[src/rtl/sm3_msg_pad.sv]
// SM3 message padder: packs a big-endian 32-bit word stream into 512-bit blocks,
// appends 0x80, zero fill and the 64-bit bit length, and tags first/last blocks.
module sm3_msg_pad #(
  parameter int LEN_W = 64
) (
  input  logic         clk,
  input  logic         rst_n,
  input  logic         in_valid,
  output logic         in_ready,
  input  logic [31:0]  in_data,
  input  logic [2:0]   in_bytes,
  input  logic         in_last,
  output logic         blk_valid,
  input  logic         blk_ready,
  output logic [511:0] blk_data,
  output logic         blk_first,
  output logic         blk_last
);

  // Handshakes: a word moves when in_valid && in_ready, a block when
  // blk_valid && blk_ready; the two are never offered in the same cycle.
  typedef enum logic [1:0] {IDLE, FILL, PAD, OUT} state_t;

  state_t           state_q, state_d;
  logic [3:0]       widx_q, widx_d;
  logic [LEN_W-1:0] cnt_q, cnt_d;
  logic             first_q, first_d;
  logic             fin_q, fin_d;
  logic             pend_q, pend_d;
  logic             tail_q, tail_d;
  logic             fit_q, fit_d;
  logic [31:0]      buf_q [16];
  logic [31:0]      buf_d [16];

  logic             acc;
  logic [4:0]       sh;
  logic [31:0]      tail_word;
  logic [63:0]      len64;

  assign in_ready  = (state_q == FILL);
  assign blk_valid = (state_q == OUT);
  assign blk_first = blk_valid && first_q;
  assign blk_last  = blk_valid && fin_q;
  assign acc       = in_valid && in_ready;
  assign sh        = {in_bytes[1:0], 3'b000};
  assign len64     = 64'(cnt_q);
  // Keep the valid leading bytes, put 0x80 right after them, zero the rest.
  assign tail_word = (in_data & ~(32'hFFFF_FFFF >> sh)) | (32'h8000_0000 >> sh);

  always_comb begin
    for (int i = 0; i < 16; i++) blk_data[480-32*i +: 32] = buf_q[i];
  end

  always_comb begin
    state_d = state_q;
    widx_d  = widx_q;
    cnt_d   = cnt_q;
    first_d = first_q;
    fin_d   = fin_q;
    pend_d  = pend_q;
    tail_d  = tail_q;
    fit_d   = fit_q;
    for (int i = 0; i < 16; i++) buf_d[i] = buf_q[i];

    unique case (state_q)
      IDLE: state_d = FILL;
      FILL: begin
        if (acc) begin
          buf_d[widx_q] = (in_last && !in_bytes[2]) ? tail_word : in_data;
          cnt_d  = cnt_q + LEN_W'({in_bytes, 3'b000});
          widx_d = widx_q + 4'd1;
          if (in_last) begin
            tail_d = 1'b1;
            pend_d = in_bytes[2];
            // Length fits in this block only if the 0x80 word still leaves words 14/15.
            fit_d  = (5'(widx_q) + 5'd1 + 5'(in_bytes[2])) <= 5'd14;
            fin_d  = 1'b0;
            state_d = (widx_q == 4'd15) ? OUT : PAD;
          end else if (widx_q == 4'd15) begin
            fin_d   = 1'b0;
            state_d = OUT;
          end
        end
      end
      PAD: begin
        if (pend_q)                        buf_d[widx_q] = 32'h8000_0000;
        else if (fit_q && widx_q == 4'd14) buf_d[widx_q] = len64[63:32];
        else if (fit_q && widx_q == 4'd15) buf_d[widx_q] = len64[31:0];
        else                               buf_d[widx_q] = 32'h0;
        pend_d = 1'b0;
        widx_d = widx_q + 4'd1;
        if (widx_q == 4'd15) begin
          fin_d   = fit_q;
          state_d = OUT;
        end
      end
      OUT: begin
        if (blk_ready) begin
          first_d = 1'b0;
          widx_d  = 4'd0;
          if (fin_q) begin
            state_d = FILL;
            cnt_d   = '0;
            first_d = 1'b1;
            tail_d  = 1'b0;
          end else if (tail_q) begin
            state_d = PAD;
            fit_d   = 1'b1;
          end else begin
            state_d = FILL;
          end
        end
      end
      default: state_d = IDLE;
    endcase
  end

  always_ff @(posedge clk) begin
    if (!rst_n) begin
      state_q <= IDLE;
      widx_q  <= 4'd0;
      cnt_q   <= '0;
      first_q <= 1'b1;
      fin_q   <= 1'b0;
      pend_q  <= 1'b0;
      tail_q  <= 1'b0;
      fit_q   <= 1'b0;
      for (int i = 0; i < 16; i++) buf_q[i] <= 32'h0;
    end else begin
      state_q <= state_d;
      widx_q  <= widx_d;
      cnt_q   <= cnt_d;
      first_q <= first_d;
      fin_q   <= fin_d;
      pend_q  <= pend_d;
      tail_q  <= tail_d;
      fit_q   <= fit_d;
      for (int i = 0; i < 16; i++) buf_q[i] <= buf_d[i];
    end
  end

  a_legal_bytes : assert property (@(posedge clk) disable iff (!rst_n)
    (in_valid && in_ready) |-> (in_bytes <= 3'd4 && (in_bytes != 3'd0 || in_last)));

endmodule

[config.mk]
export PLATFORM = sky130hd
export DESIGN_NAME = sm3_msg_pad
export DESIGN_NICKNAME = d
export VERILOG_FILES = /design/src/rtl/sm3_msg_pad.sv
export SDC_FILE = /design/constraint.sdc
export NUM_CORES = 1
export LEC_CHECK = 0
export CAP_MARGIN = 25
export CORE_UTILIZATION = 45
export CTS_CLUSTER_DIAMETER = 80
export CTS_CLUSTER_SIZE = 8
export DETAILED_ROUTE_END_ITERATION = 8
export HOLD_SLACK_MARGIN = 0.15
export PLACE_DENSITY = 0.84
export SLEW_MARGIN = 5
export SYNTH_ARGS = -nofsm -noshare
export SYNTH_HDL_FRONTEND = slang
export SYNTH_SLANG_ARGS = --single-unit
[constraint.sdc]
create_clock -name clk -period 3.1 [get_ports clk]
set_input_delay 0.775 -clock clk [delete_from_list [all_inputs] [get_ports clk]]
set_output_delay 0.775 -clock clk [all_outputs]
set_load 0.02 [all_outputs]
Word level (Yosys, flattened, before mapping)

Memories as Yosys holds them, arrays and structs flattened.
Index checks and enable logic that the tools add are counted.

Flip-flop bits (word level): 75
Memory bits (writable): 512
Input port bits: 40
Output and inout port bits: 516
Word-level logic and storage cells: 140
Memories kept: 1

Memories:

| memory | words | width | rd ports | clocked after memory_dff | write ports | RTL line | text |
|---|---|---|---|---|---|---|---|
| buf_q  | 16    | 32    | 16       | 0                        | 16          | 32       | `logic [31:0] buf_q [16];` |

$add $sub $neg: 4
Magnitude comparators: 3
Equal/unequal tests: 13
Shifts and indexed selects: 2
Muxes and demuxes: 64
Bitwise logic cells: 25
Reductions and logical operators: 20

Operator list:

| kind                  | count |
|---|---|
| $mux 512              | 4 |
| $bwmux 512            | 3 |
| $pmux 512 s2          | 1 |
| $mux 32               | 18 |
| $and 512x512->512     | 1 |
| $not 512->512         | 1 |
| $and 496x496->496     | 1 |
| $not 496->496         | 1 |
| $mux 64               | 3 |
| $demux 32 s4          | 1 |
| $pmux 64 s2           | 1 |
| $add 64x6->64         | 1 |
| $shr 32x5->32 const A | 2 |
| $and 32x32->32        | 1 |
| $not 32->32           | 1 |
| $or 32x32->32         | 1 |
| $mux 1                | 19 |
| $or 1x1->1            | 16 |
| $or 16x16->16         | 1 |
| $mux 2                | 6 |
| $pmux 4 s3            | 1 |
| $ne 2x1->1 const B    | 5 |
| $eq 4x4->1 const B    | 2 |
| $mux 4                | 2 |
| 23 further kinds      | 38 |

Logic depth before layout (Yosys ltp)

Word-level depth: 12
Depth in mapped cells: 11
Depth with buffers taken out: 9

Worst setup path after synthesis

No wires, ideal clock.

Path kind: in2reg
From: input in_bytes[0]
To: register cnt_q[25]
Setup time: 128 ps
Arrival time: 2,488 ps
Data required time: 2,972 ps
Slack: 485 ps
Stages: 9
Path buffers: 2
Cell sequence: ha_1 fa_1 a21oi_1 a21oi_4 nand3_2 buf_2 clkbuf_1 xor2_1 nor2_1

Longest elaborated chain between the ends: 3

RTL lines:

| element              | RTL line | text |
|---|---|---|
| from (decl)          | 11       | `input logic [2:0] in_bytes,` |
| $add 64x6->64        | 70       | `cnt_d = cnt_q + LEN_W'({in_bytes, 3'b000});` |
| $mux 64              | 68       | `if (acc) begin` |
| $pmux 64 s2          | 65       | `unique case (state_q)` |
| to (signal assigned) | 132      | `cnt_q <= cnt_d;` |
| to (decl)            | 26       | `logic [LEN_W-1:0] cnt_q, cnt_d;` |

No other way between the ends. The select of a mux whose other input is x is not followed.
A chain may end at the register's enable or synchronous reset.

Worst setup path after layout

From: register state_q[0]
To: output in_ready

Longest elaborated chain between the ends: 1

RTL lines:

| element                | RTL line | text |
|---|---|---|
| from (decl)            | 24       | `state_t state_q, state_d;` |
| from (signal assigned) | 130      | `state_q <= state_d;` |
| $eq 2x1->1             | 40       | `assign in_ready = (state_q == FILL);` |
| to (decl)              | 9        | `output logic in_ready,` |

No other way between the ends.

==> impl_summary.txt <==
----------------------------------------------------
[Synth]
  Area fraction of the dominant cell type after synthesis ... between 50 and 60%
  Part of the Yosys area used for sequential elements ... 53.0%
  Fraction of synthesis flops using an asynchronous set or reset pin ... 0%
  Post-synthesis net count ... 2509
  Flip-flop cell with the highest count after synthesis ... sky130_fd_sc_hd__dfxtp_1
  Flip-flop and latch count after synthesis ... about 600
  Post-Synthesis Cell Area ... 0.0221 sq mm
  Number of enable-type register cells in the synthesized netlist ... 0
  Syn_area_per_cell ... roughly 9.0 sq um
  Library cells used by synthesis ... 84
  Number of standard cells after synthesis ... 2459
  Top post-synthesis cells by area ... sky130_fd_sc_hd__dfxtp_1 53%, sky130_fd_sc_hd__a21oi_1 10%, sky130_fd_sc_hd__o21ai_0 9.8%, sky130_fd_sc_hd__clkbuf_1 3.1%, sky130_fd_sc_hd__nor2_1 2.3%
  Library cell occupying the most area in the post-synthesis netlist ... sky130_fd_sc_hd__dfxtp_1
  Total of warnings raised by yosys ... 0

[Die]
  Rows ... 80
  Starting density of the core ... 45.9%
  Die width ... 223 um
  Die Y-Extent ... 223 um
  Io pins ... 556
  Die ar. ... 0.0499 sq mm
  Area inside the core boundary ... 0.0480 sq mm

[Timing]
  Post-route worst hold slack ... 452 ps
  Fraction of the cycle the final worst path needs ... a little over nine tenths
  Number of max-slew violations in the final report ... 0
  Max-Slew Margin vs Limit ... 33.7%
  Achievable Freq ... 0.336 GHz
  Setup Viol. Count Final ... 0
  RSZ-0062 raised after global routing ... false
  Worst Skew ... 34.3 ps
  Number of failing hold endpoints at the final stage ... 0
  Final min period ... 2980 ps
  Actual slew at the worst max-slew pin ... 995 ps

[Final layout]
  Syn-to-layout area delta ... 41.5%
  Fraction of layout cells with a size suffix above 1 ... 10.1%
  Number of nets in the layout ... 3032
  Final std cell area, no fill ... 0.0312 sq mm
  Antenna diode count ... 0

[Worst setup path]
  Startpoint class of the critical path ... register
  Largest fanout on the critical path ... 8
  Signal arrival time at the worst endpoint ... 2200 ps
  Master of the slowest instance on the critical path ... sky130_fd_sc_hd__clkdlybuf4s50_1
  Worst Setup Path Type ... register to primary output
  Number of buffer and inverter instances along the worst setup path ... 3
  Critical Path Sink Type ... primary output
  Cell chain of the critical path ... buf_4 -> inv_1 -> nor2_1 -> clkdlybuf4s50_1
  R2R setup slack ... 290 ps
  Delay of the slowest cell on the worst path ... 640 ps
  Kind of cell adding the most delay to the critical path ... buffers and inverters
  Worst path required time ... 2320 ps

[Clock network]
  CTS sink cnt ... 584
  Buffer cell driving the clock tree root ... sky130_fd_sc_hd__clkbuf_16
  Cts hold-fix bufs ... 0
  Number of CTS-inserted buffers ... 83
  Post-CTS setup buffer count ... 0
  Number of gates given a new drive strength after cts ... 0
  Clock tree from TritonCTS ... done
  Clock tree buffer depth ... 3
  Latest clock arrival within the worst-skew pair ... roughly 640 ps
  Clock-pin slew on the worst setup and hold paths ... 50 ps
  Count of H-tree levels built during CTS ... 3

[Pwr]
  Worst IR Drop VDD ... 497 uV
  Leakage ... 11.2 nW
  Net switching component of the power ... 4.31 mW
  Part of the total power dissipated in the clock network ... 46.8%
  Net switching share of the total power ... 24.9%
  Int Pwr ... 13.0 mW
  Power Dens Cells ... roughly 560 mW/mm^2
  Flop pwr share ... 44.5%
  Combinational power share ... 8.6%

[Job]
  Total of max-cap violations ... 0

[Outcome]
  Result of the run ... completed

[Route]
  DR iter-0 viols ... 2375
  Via density per instance ... 6.27
  Residual DRC count ... 0
  Average wire per cell in the routed design ... 25.0 um
  Antenna Nets Post-Route ... 0
  Count of TritonRoute iterations in the first routing pass ... 8
  Vias after detailed routing ... about 23000
  Total wirelength of the detailed-routed design ... 90300 um

[GRT]
  Number of antenna violations at the first check in global routing ... 1
  First-pass GRT wire length ... 134000 um
  Number of global-route vias before repair ... 21700
  Total congestion overflow ... 0
  Pin count of the biggest net entering global routing ... 177
  Total Routing Usage GR ... 34.8%

[Placement]
  Number of port buffers ... 555
  Post-placement cell area ... 0.0290 sq mm
  Half-perimeter wire length after detailed placement ... a little over 60000 um
  RePlAce Congestion ... slightly below 1

[Worst hold path]
  Hold/Removal Path Class ... register to register

----------------------------------------------------
[worst paths after layout]
kind | from | depth (start not counted) | end
worst min-delay path | buf_q[1][207] | 2 | buf_q[1][207]
worst max-delay path | state_q[0] | 4 | in_ready
worst max register to register | widx_q[0] | 8 | buf_q[0][119]
worst min register to register | buf_q[1][207] | 2 | buf_q[1][207]
[synthesized netlist by cell type (7+ instances only)]
library cell / instances
sky130_fd_sc_hd__or4_1: 12
sky130_fd_sc_hd__a21oi_1: 462
sky130_fd_sc_hd__o21ai_0: 431
sky130_fd_sc_hd__a221oi_1: 15
sky130_fd_sc_hd__nand2_1: 84
sky130_fd_sc_hd__a211oi_1: 52
sky130_fd_sc_hd__nand3_1: 30
sky130_fd_sc_hd__inv_1: 12
sky130_fd_sc_hd__nand4_1: 30
sky130_fd_sc_hd__nor3_1: 18
sky130_fd_sc_hd__xnor2_1: 11
sky130_fd_sc_hd__a222oi_1: 10
sky130_fd_sc_hd__and2_1: 23
sky130_fd_sc_hd__o21ai_1: 7
sky130_fd_sc_hd__a21oi_2: 26
sky130_fd_sc_hd__o221ai_1: 14
sky130_fd_sc_hd__ha_1: 9
sky130_fd_sc_hd__nor2_1: 134
sky130_fd_sc_hd__o2bb2ai_1: 13
sky130_fd_sc_hd__and3_1: 15
sky130_fd_sc_hd__o22ai_1: 7
sky130_fd_sc_hd__o31ai_1: 10
sky130_fd_sc_hd__a22o_1: 12
sky130_fd_sc_hd__buf_4: 12
sky130_fd_sc_hd__and4_1: 12
sky130_fd_sc_hd__a22oi_1: 18
sky130_fd_sc_hd__clkbuf_1: 181
sky130_fd_sc_hd__buf_2: 38
sky130_fd_sc_hd__a32oi_1: 21
sky130_fd_sc_hd__or3_1: 15
sky130_fd_sc_hd__dfxtp_1: 584
sky130_fd_sc_hd__xor2_1: 23
[sequential cells by signal, indices dropped and copies added, names as in the netlist]
name and count:
first_q 1, state_q 2, tail_q 1, fit_q 1
cnt_q 61, fin_q 1, widx_q 4, pend_q 1
buf_q 512
[worst register-to-register path, stage by stage, from the launching register on]
cell and delay, ps:
sky130_fd_sc_hd__dfxtp_1 400, sky130_fd_sc_hd__inv_1 140, sky130_fd_sc_hd__ha_1 370, sky130_fd_sc_hd__nand4_2 190, sky130_fd_sc_hd__nor2_4 60, sky130_fd_sc_hd__buf_12 180, sky130_fd_sc_hd__a22o_1 340, sky130_fd_sc_hd__a21oi_2 730
sky130_fd_sc_hd__a21oi_1 220
[per-stage QoR]
| step | total power, mW | setup slack, ps | util (%) | TNS (ps) | cells |
|---|---|---|---|---|---|
| after floorplan | 8.55 | 485 | - | 0 | 2459 |
| after global placement | 9.29 | -103 | 60.3 | -665 | 3512 |
| after detailed placement | 9.33 | -126 | 60.3 | -1170 | 3512 |
| after CTS | 17.4 | 86.1 | 65.0 | 0 | 3605 |
| after global routing | 17.8 | 17.4 | 65.0 | 0 | 3605 |
| final | 17.3 | 122 | 65.0 | 0 | 3605 |
[power by group through the flow]
stage / sequential [mW] / combinational [mW] / clock, mW
5_1_grt: 7.72 / 1.56 / 8.49
6_report: 7.72 / 1.50 / 8.12
3_5_place_dp: 7.87 / 1.46 / 0
3_3_place_gp: 7.86 / 1.43 / 0
2_1_floorplan: 7.96 / 0.588 / 0
4_1_cts: 7.72 / 1.47 / 8.17
[metal layers]
metal	vias to the layer above	wire [um]	track usage, %
li1	9972	-	-
met5	-	13	0
met2	1477	41700	55.3
met3	377	9060	8.67
met4	2	6080	23.7
met1	10800	33400	41.5
[placed cells by master, fill, tap and decap left out, types with 9 or more instances in the layout]
cell / synthesis / final
sky130_fd_sc_hd__nand4_1: 30 / 30
sky130_fd_sc_hd__xnor2_1: 11 / 11
sky130_fd_sc_hd__buf_4: 12 / 86
sky130_fd_sc_hd__a21oi_2: 26 / 34
sky130_fd_sc_hd__nor3_1: 18 / 18
sky130_fd_sc_hd__o31ai_1: 10 / 10
sky130_fd_sc_hd__or4_1: 12 / 12
sky130_fd_sc_hd__buf_12: 0 / 40
sky130_fd_sc_hd__or3_1: 15 / 15
sky130_fd_sc_hd__and4_1: 12 / 10
sky130_fd_sc_hd__a22oi_1: 18 / 17
sky130_fd_sc_hd__a21oi_1: 462 / 453
sky130_fd_sc_hd__nor2_4: 0 / 10
sky130_fd_sc_hd__dfxtp_1: 584 / 584
sky130_fd_sc_hd__and2_1: 23 / 21
sky130_fd_sc_hd__a32oi_1: 21 / 21
sky130_fd_sc_hd__a221oi_1: 15 / 13
sky130_fd_sc_hd__xor2_1: 23 / 23
sky130_fd_sc_hd__clkbuf_16: 0 / 85
sky130_fd_sc_hd__nand2_1: 84 / 84
sky130_fd_sc_hd__clkdlybuf4s50_1: 0 / 553
sky130_fd_sc_hd__ha_1: 9 / 9
sky130_fd_sc_hd__o21ai_0: 431 / 431
sky130_fd_sc_hd__a222oi_1: 10 / 10
sky130_fd_sc_hd__o2bb2ai_1: 13 / 13
sky130_fd_sc_hd__o221ai_1: 14 / 14
sky130_fd_sc_hd__and3_1: 15 / 15
sky130_fd_sc_hd__nand3_1: 30 / 30
sky130_fd_sc_hd__inv_1: 12 / 12
sky130_fd_sc_hd__nor2_1: 134 / 124
sky130_fd_sc_hd__a22o_1: 12 / 12
sky130_fd_sc_hd__a211oi_1: 52 / 52
[cell families after synthesis]
group / share of synthesized area, %
compound gates: 29.7
xor+xnor: 1.35
fa+ha+maj: 0.601
buf+inv: 4.98
flops: 53.0
mux: 0.272
simple gates: 10.1
[layout make-up]
class	count	area [sq um]
clock buffers	86	2140
clock inverters	7	118
fillers	3677	16800
inverters	13	50.0
multi-input cells	1619	9450
flip-flops and latches	584	11700
well taps	615	769
repair buffers	681	7010
(Power assumes the default switching activity.)
==> RTL change (same flow settings) <==
Set the parameter `LEN_W` to 32 (it was 64).
--- a/src/rtl/sm3_msg_pad.sv
+++ b/src/rtl/sm3_msg_pad.sv
@@ -3,3 +3,3 @@
 module sm3_msg_pad #(
-  parameter int LEN_W = 64
+  parameter int LEN_W = 32
 ) (
Check against the original RTL: not settled (the Yosys comparison gave no result); the edit may change what the design does.
==> RTL change against the unedited design <==
  * Wire length decreased by 15%
  * Non-clock buffer count is 34 lower
  * Utilization up 0.98 points
  * Final cell count is 10% lower
  * Area after synthesis is 9.8% lower
  * Cell area is 8.4% lower
  * Via count down 14%
  * Setup slack better by 0.078 ns
  * Total power decreased by 8.4%
  * Sequential cell count decreased by 32
  * Largest cell class unchanged
  * Largest power group unchanged
==> RTL change: results (changes against the unedited design) <==
[pwr]
p_leak_nw=10.1  ; was 11.2 nW
intPower_mw=12.1  ; was 13.0 mW
peakVddDrop_v=0.000389  ; was 0.000497 V

[logic_synthesis]
seq_area_frac_synth_pct=55.5  ; was 53.0%
synth_async_sr_flop_share_pct=0  ; unchanged
synthTopCellsByCount=dfxtp_1 (552), a21oi_1 (430), o21ai_0 (412)  ; was dfxtp_1 (584), a21oi_1 (462), o21ai_0 (431)
synth_area_per_cell_um2=9.33  ; was 8.98 um^2
synth_cell_types=62  ; was 84
syn_nets=2183  ; was 2509
ys_top_cells_by_area=dfxtp_1 (56%), a21oi_1 (11%), o21ai_0 (10%), mux2i_1 (2.5%), buf_2 (2.5%)  ; was dfxtp_1 (53%), a21oi_1 (10%), o21ai_0 (9.8%), clkbuf_1 (3.1%), nor2_1 (2.3%)

[global_routing]
track_usage_pct=32.9  ; was 34.8%
grt_pass1_wl_um=113000  ; was 134000 um
grt_pass1_vias=18800  ; was 21.7k
antenna_found_initial=0  ; was 1
grt_max_degree=151  ; was 177

[timing]
skew_ns=0.0221  ; was 0.0343 ns
setup_ws_ns=0.200  ; was 0.122 ns
worst_pin_slew_ns=0.880  ; was 0.995 ns

[route]
first_pass_iters=6  ; was 8
drt_first_iter_violations=2585  ; was 2375
finalWirelength_um=76600  ; was 90300 um
vias_per_cell=6.05  ; was 6.27

[outcome]
outcome=finished clean  ; unchanged

[hold_path]
hold_class=flop to flop  ; unchanged

[setup_path]
path_max_fanout=21  ; was 8
timing.rr.end=buf_q[0][170]  ; was buf_q[0][119]
crit_arrival_ns=2.12  ; was 2.20 ns
ff2ff_path_depth=7  ; was 8
worstSetupEndpoint=blk_valid  ; was in_ready
r2r_slack_ns=0.61  ; was 0.29 ns
worstReg2RegStart=state_q[1]  ; was widx_q[0]

[cells_and_area]
fillers=3232  ; was 3677
largest_registers=buf_q (512), cnt_q (29), widx_q (4)  ; was buf_q (512), cnt_q (61), widx_q (4)
finish.net_count=2687  ; was 3032

[placed_design]
dp_hpwl_um=50000  ; was 60300 um
gp_congestion=0.936  ; was 0.965
dp_slack_ns=0.147  ; was -0.126 ns
dp.cells=3141  ; was 3512

[clock_network]
tritoncts.num_buffers=79  ; was 83
clk_latency_ns=0.60  ; was 0.64 ns

==> RTL change: cell types whose count changed in the layout (fill, tap and decap cells not counted), moves of 33 or more <==
cell,change
mux2i_1,+44
a211oi_1,-51
a21oi_2,-33
dfxtp_1,-33
nor2b_1,+39
nor2_1,-109
==> RTL change: how the worst min path moves through the flow <==
stage                              from       endpoint  slack [ns]  depth (start not counted)
after floorplan                 first_q        first_q        0.41                          2
after global placement    buf_q[1][127]  buf_q[1][127]        0.44                          2
after detailed placement  buf_q[1][228]  buf_q[1][228]        0.45                          1
after CTS                 buf_q[1][192]  buf_q[1][192]        0.46                          2
after global routing      buf_q[1][228]  buf_q[1][228]        0.48                          1
final                     buf_q[1][192]  buf_q[1][192]        0.46                          2
==> RTL change: timing repair <==
| action | 4_1_cts | 5_1_grt |
|---|---|---|
| endpoints found under the hold margin | 0 | 0 |
| setup buffers | 0 | 0 |
| setup endpoints to repair | 1 | 0 |
| gates resized for setup | 1 | 0 |
==> RTL change: per-layer routing <==
metal  up-vias  wire length, um  track usage [%]
met2      1351            35000             51.9
met4         0             5810             24.6
met5         -                0                0
met3       311             8310             8.32
met1      9258            27500             38.6
li1       8615                -                -
==> RTL change: cells by family after synthesis <==
family | share of synthesized area [%]
muxes | 2.57
buffers and inverters | 5.29
xor gates and xnor gates | 0.308
and+or+nand+nor | 6.73
AOI/OAI and AO/OA | 28.9
adders and majority gates | 0.666
DFF | 55.5
==> RTL change: worst max-delay path: stages (launching register included) <==
cell             delay (ns)
dfxtp_2                0.53
nand2_1                0.19
inv_1                  0.15
clkdlybuf4s50_1        0.65
==> RTL change: cell type report <==
class | instances | share of cell area (%)
Tap cell | 585 | 2.56
Inverter | 16 | 0.210
Sequential cell | 552 | 38.6
Multi-Input combinational cell | 1341 | 28.0
Clock inverter | 7 | 0.367
Clock buffer | 80 | 6.96
Timing Repair Buffer | 647 | 23.2
==> RTL change: power by group through the flow <==
| stage | registers (mW) | logic [mW] | clock network, mW |
|---|---|---|---|
| after floorplan | 7.45 | 0.430 | 0 |
| after global placement | 7.38 | 1.06 | 0 |
| after detailed placement | 7.38 | 1.08 | 0 |
| after CTS | 7.25 | 1.09 | 7.57 |
| after global routing | 7.25 | 1.15 | 7.90 |
| final | 7.25 | 1.12 | 7.53 |
==> RTL change: per-stage QoR <==
stage | hold WS [ns] | util (%) | instance area, um^2
after global placement | 0.444 | 61.1 | 26500
after global routing | 0.479 | 66.0 | 28600
after detailed placement | 0.445 | 61.1 | 26500
after CTS | 0.460 | 66.0 | 28600
after floorplan | 0.415 | - | 19900
final | 0.460 | 66.0 | 28600
